`config.mk`:
```
export PLATFORM = sky130hd
export DESIGN_NAME = ysyx_23060236_icache
export DESIGN_NICKNAME = d
export VERILOG_FILES = /design/src/rtl/ysyx_23060236_icache.sv
export SDC_FILE = /design/constraint.sdc
export NUM_CORES = 2
export LEC_CHECK = 0
export CAP_MARGIN = 20
export CORE_MARGIN = 1.5
export CORE_UTILIZATION = 48
export DETAILED_ROUTE_END_ITERATION = 16
export PLACE_DENSITY = 0.66
export SLEW_MARGIN = 20
export SYNTH_ARGS = -nofsm -noshare
export SYNTH_HDL_FRONTEND = slang
export SYNTH_MEMORY_MAX_BITS = 65536
export SYNTH_SLANG_ARGS = --single-unit
```
`constraint.sdc`:
```
create_clock -name clock -period 10.18 [get_ports clock]
set_input_delay 2.036 -clock clock [delete_from_list [all_inputs] [get_ports clock]]
set_output_delay 2.036 -clock clock [all_outputs]
set_load 0.02 [all_outputs]
```
`src/rtl/ysyx_23060236_icache.sv`:
```
// Direct-mapped instruction cache: combinational lookup, strictly in-order
// 8-word line fill from the fetch burst, and global invalidation on fence_i.
module ysyx_23060236_icache #(
  parameter int SETS       = 16,
  parameter int LINE_WORDS = 8
) (
  input  logic        clock,
  input  logic        reset,
  input  logic [31:0] icache_araddr,
  output logic [31:0] icache_rdata,
  output logic        icache_hit,
  input  logic [31:0] icache_awaddr,
  input  logic [31:0] icache_wdata,
  input  logic        icache_wvalid,
  input  logic        fence_i,
  output logic        fill_busy,
  output logic        fill_err
);

  localparam int IDX_W = $clog2(SETS);
  localparam int TAG_W = 32 - 5 - IDX_W;

  typedef enum logic {
    S_IDLE,
    S_FILL
  } state_t;

  state_t             r_state;
  logic [2:0]         r_cnt;
  logic [IDX_W-1:0]   r_fidx;
  logic [TAG_W-1:0]   r_ftag;
  logic               r_err;
  logic [SETS-1:0]    r_valid;
  logic [TAG_W-1:0]   r_tag  [SETS];
  logic [31:0]        r_data [SETS][LINE_WORDS];

  state_t             w_state_nxt;
  logic [2:0]         w_cnt_nxt;
  logic [IDX_W-1:0]   w_fidx_nxt;
  logic [TAG_W-1:0]   w_ftag_nxt;
  logic               w_err_nxt;
  logic               w_we;
  logic               w_tag_we;
  logic [IDX_W-1:0]   w_widx;
  logic [2:0]         w_wword;
  logic               w_vclr;
  logic               w_vset;

  logic [IDX_W-1:0]   w_ar_idx;
  logic [TAG_W-1:0]   w_ar_tag;
  logic [2:0]         w_ar_word;
  logic [IDX_W-1:0]   w_aw_idx;
  logic [TAG_W-1:0]   w_aw_tag;
  logic [2:0]         w_aw_word;
  logic               w_unused;

  assign w_ar_idx  = icache_araddr[4+IDX_W:5];
  assign w_ar_tag  = icache_araddr[31:5+IDX_W];
  assign w_ar_word = icache_araddr[4:2];
  assign w_aw_idx  = icache_awaddr[4+IDX_W:5];
  assign w_aw_tag  = icache_awaddr[31:5+IDX_W];
  assign w_aw_word = icache_awaddr[4:2];
  assign w_unused  = ^{icache_araddr[1:0], icache_awaddr[1:0]};

  assign icache_hit   = r_valid[w_ar_idx] && (r_tag[w_ar_idx] == w_ar_tag);
  assign icache_rdata = r_data[w_ar_idx][w_ar_word];
  assign fill_busy    = (r_state == S_FILL);
  assign fill_err     = r_err;

  always_ff @(posedge clock or negedge reset) begin
    if (!reset) begin
      r_state <= S_IDLE;
      r_cnt   <= 3'd0;
      r_fidx  <= '0;
      r_ftag  <= '0;
      r_err   <= 1'b0;
    end else begin
      r_state <= w_state_nxt;
      r_cnt   <= w_cnt_nxt;
      r_fidx  <= w_fidx_nxt;
      r_ftag  <= w_ftag_nxt;
      r_err   <= w_err_nxt;
    end
  end

  // fence_i outranks any fill word in the same cycle: that word is dropped silently.
  always_comb begin
    w_state_nxt = r_state;
    w_cnt_nxt   = r_cnt;
    w_fidx_nxt  = r_fidx;
    w_ftag_nxt  = r_ftag;
    w_err_nxt   = 1'b0;
    w_we        = 1'b0;
    w_tag_we    = 1'b0;
    w_widx      = r_fidx;
    w_wword     = r_cnt;
    w_vclr      = 1'b0;
    w_vset      = 1'b0;
    if (fence_i) begin
      w_state_nxt = S_IDLE;
      w_cnt_nxt   = 3'd0;
    end else if (icache_wvalid) begin
      case (r_state)
        S_IDLE: begin
          if (w_aw_word == 3'd0) begin
            w_we        = 1'b1;
            w_tag_we    = 1'b1;
            w_widx      = w_aw_idx;
            w_wword     = 3'd0;
            w_vclr      = 1'b1;
            w_fidx_nxt  = w_aw_idx;
            w_ftag_nxt  = w_aw_tag;
            w_cnt_nxt   = 3'd1;
            w_state_nxt = S_FILL;
          end else begin
            w_err_nxt = 1'b1;
          end
        end
        S_FILL: begin
          if (w_aw_idx == r_fidx && w_aw_tag == r_ftag && w_aw_word == r_cnt) begin
            w_we      = 1'b1;
            w_cnt_nxt = r_cnt + 3'd1;
            if (r_cnt == 3'd7) begin
              w_vset      = 1'b1;
              w_state_nxt = S_IDLE;
            end
          end else begin
            w_err_nxt   = 1'b1;
            w_state_nxt = S_IDLE;
            w_cnt_nxt   = 3'd0;
          end
        end
        default: w_state_nxt = S_IDLE;
      endcase
    end
  end

  always_ff @(posedge clock or negedge reset) begin
    if (!reset) begin
      r_valid <= '0;
    end else if (fence_i) begin
      r_valid <= '0;
    end else if (w_vclr) begin
      r_valid[w_widx] <= 1'b0;
    end else if (w_vset) begin
      r_valid[r_fidx] <= 1'b1;
    end
  end

  // Tag and data arrays are never reset; valid[] alone decides visibility.
  always_ff @(posedge clock) begin
    if (w_we) begin
      r_data[w_widx][w_wword] <= icache_wdata;
    end
    if (w_tag_we) begin
      r_tag[w_widx] <= w_aw_tag;
    end
  end

endmodule

```
==> reports/results.tsv <==
stage	metric	value	unit
worst_setup_path	critical path data required time	8.14	ns
timing	clk_skew	0.0544	ns
timing	fin crit share	85.2	%
floorplan	core area	0.359	mm²
yosys	Yosys warnings	0	
drt	initial DRC count	12500	
grt	GR Overflow Total	0	
worst_setup_path	crit-path max FO	88	
cells_and_area	nets	7551	
grt	first-pass GRT wire length	617	mm
grt	GRT Total Usage	24.3	%
yosys	post-synthesis cell type count	52	
yosys	post-synthesis sequential area ratio	78.3	%
timing	Final Hold Viols	0	
floorplan	DIE AREA	0.363	mm²
timing	post-layout min period	8.68	ns
timing	setup repair after global routing missed its margin	false	
pwr	leak pwr	0.0606	µW
cells_and_area	Area growth syn-to-layout	13.8	%
clocking	TritonCTS Buffers	438	
outcome	outcome	finished clean	
timing	Final Slew Violations	0	
clocking	CTS Buffer Depth	4	
yosys	Synth Flop Type	edfxtp_1	
place	HPWL after DPL	247	mm
worst_setup_path	Worst Setup Start Kind	primary input	
timing	setup TNS	0	ns
timing	Slew @ Worst Pin	1.18	ns
drt	Post-DRT Antenna Nets	0	
yosys	dominant cells by area after synthesis	edfxtp_1, mux4_2, dfrtp_1	
clocking	Skew-Pair Late Insertion Delay	0.99	ns
place	Cells after DPL	11772	
clocking	post_cts resized	0	
worst_setup_path	worst path cell trace	buf_16, buf_4, mux4_2, mux4_2, mux4_2, nor2b_1, a221oi_1, clkdlybuf4s50_1	
drt	Avg WL per Cell	35.1	µm
clocking	Clock Tree Root	clkbuf_16	
worst_setup_path	CP dominant cell by count	mux4_2	
floorplan	die height	603	µm
clocking	postcts setup bufs	0	
hold_path	hold crit path type	reg2reg	
floorplan	Ports	135	
place	PortBufs	130	
drt	WL final	443	mm
pwr	Pwr per Cell Area	197	mW/mm²
worst_setup_path	Crit path largest cell delay	0.69	ns
job	max_cap viols	0	
floorplan	die width	603	µm
worst_setup_path	Worst EP arrival	6.64	ns
floorplan	Rows	220	
yosys	post-synthesis register bit count	4512	
timing	Slew HR	21.2	%
cells_and_area	utilization after layout	54.8	%
yosys	area share of the largest cell type after synthesis	77.6	%
worst_setup_path	WS Path Type	in2out	
grt	vias in the first global route	80464	
clocking	clock sink count	4512	
yosys	Post-Syn Instances	6941	
clocking	Clock transition at path regs	0.06	ns
timing	fmax	115	MHz
grt	largest net degree at the start of global routing	123	
yosys	syn_area_per_cell	24.9	µm²
worst_setup_path	Crit. End Element	output port	
clocking	CTS H-tree lvls	5	
drt	Initial DRT Pass Iterations	7	
drt	via count	79920	
cells_and_area	Non-Filler Instances	12607	
yosys	Cell Area, Synth	0.173	mm²
yosys	Post-synth EDFFs	4464	
yosys	Synthesized Nets	7043	
timing	# setup viols final	0	
drt	Avg Vias per Cell	6.34	
place	global placement routability congestion	0.826	
floorplan	initial core utilization	48.1	%
yosys	top cell type by total area after synthesis	edfxtp_1	
cells_and_area	proportion of layout cells with a drive suffix above 1	32.8	%
yosys	ys async rst share	1.06	%
clocking	CTS tree	done	
pwr	Max IR drop VDD	0.000166	V
worst_setup_path	Critical-path top delay cell	nor2b_1	
clocking	# hold bufs at CTS	0	
grt	initial antenna violation count	51	
drt	Post-route DRC	0	
report_power, final:
group | internal (µW) | switching (µW) | leakage [µW]
sequential | 20400 | 25.4 | 0.0407
clock | 9080 | 6940 | 0.00694
combinational | 790 | 1360 | 0.0129
through the flow:
stage               hold slack (ns)  instance area [µm²]  setup slack, ns  total power, µW
floorplan                     0.466               173000             3.36            21900
global placement              0.503               182000             1.52            22900
detailed placement            0.488               182000             1.49            23000
CTS                           0.504               196000             1.50            38800
global route                  0.520               196000             1.44            39600
finish                        0.502               196000             1.50            38600
state kept, by name (all words and copies together) (netlist names):
signal	count
fill_busy	1
fill_err	1
r_cnt	3
r_data	4096
r_fidx	4
r_ftag	23
r_tag	368
r_valid	16
area by class of cell:
type | instances | area [µm²]
flip-flops and latches | 4512 | 135000
clock buffers | 538 | 11500
fillers | 25914 | 162000
inverters | 5 | 18.8
clock inverters | 272 | 2640
well taps | 4773 | 5970
repair buffers | 432 | 4010
diodes | 15 | 37.5
multi-input cells | 2060 | 37000
Yosys cell counts (all sizes together) (2+ instances only):
| library cell | instances |
|---|---|
| ha | 2 |
| nor2b | 42 |
| mux4 | 1410 |
| nor3b | 3 |
| a22o | 3 |
| o221a | 16 |
| o31ai | 5 |
| or4 | 2 |
| nand2 | 112 |
| nand2b | 8 |
| xor2 | 48 |
| nor2 | 184 |
| o2111ai | 3 |
| inv | 5 |
| buf | 169 |
| nor3 | 7 |
| edfxtp | 4464 |
| xnor2 | 11 |
| nor4 | 11 |
| a211oi | 6 |
| or2 | 2 |
| a21oi | 11 |
| o21bai | 2 |
| nand4 | 4 |
| o21ai | 8 |
| a221oi | 34 |
| nand3b | 3 |
| dfrtp | 48 |
| mux2i | 101 |
| clkbuf | 195 |
| nand3 | 6 |
cells by family (layout without fill, tap and decap cells):
group	count (synthesis)	count (layout)	share of synthesized area [%]
fa+ha+maj	2	2	0.0145
mux	1511	1511	19.0
compound gates	100	100	0.475
buf+inv	369	1247	0.918
xor+xnor	59	59	0.299
flops	4512	4512	78.3
simple gates	388	388	0.978
other cells	0	15	0
worst paths after layout:
check | start | end | slack, ns | depth (start not counted)
max in group asynchronous | reset | r_valid[12]$_DFFE_PN0P_ | 8.64 | 1
hold / removal | r_ftag[3]$_DFFE_PN0P_ | r_ftag[3]$_DFFE_PN0P_ | 0.50 | 2
hold reg to reg | r_ftag[3]$_DFFE_PN0P_ | r_ftag[3]$_DFFE_PN0P_ | 0.50 | 2
setup / recovery | icache_araddr[5] | icache_rdata[25] | 1.50 | 8
min in group asynchronous | reset | r_ftag[16]$_DFFE_PN0P_ | 1.08 | 1
setup reg to reg | r_ftag[1]$_DFFE_PN0P_ | r_data[15][121]$_DFFE_PP_ | 5.40 | 9
layout by cell type (no fill, tap or decap), drive strengths merged, types with 3 or more instances in the layout:
cell,n
a211oi,6
a21oi,11
a221oi,34
a22o,3
buf,340
bufinv,41
clkbuf,541
clkdlybuf4s50,89
clkinv,207
clkinvlp,11
dfrtp,48
diode,15
edfxtp,4464
inv,18
mux2i,101
mux4,1410
nand2,112
nand2b,8
nand3,6
nand3b,3
nand4,4
nor2,184
nor2b,42
nor3,7
nor3b,3
nor4,11
o2111ai,3
o21ai,8
o221a,16
o31ai,5
xnor2,11
xor2,48
critical path: cells and delay by family:
kind / cells / cell delay [ns]
AO/OA/AOI/OAI: 1 / 0.23
buffers and inverters: 3 / 1.69
multiplexers: 3 / 1.78
AND/OR/NAND/NOR: 1 / 0.69
metal layers:
metal	part of all wire, %	GRT usage, %	wire [µm]	vias to the layer above
li1	-	-	-	31222
met1	40	35.5	175000	43924
met2	47	37.6	209000	4157
met3	10	4.74	44800	603
met4	2.9	6.86	13000	14
met5	0.021	0	95	-
No activity file was read; power rests on OpenSTA's default activity.
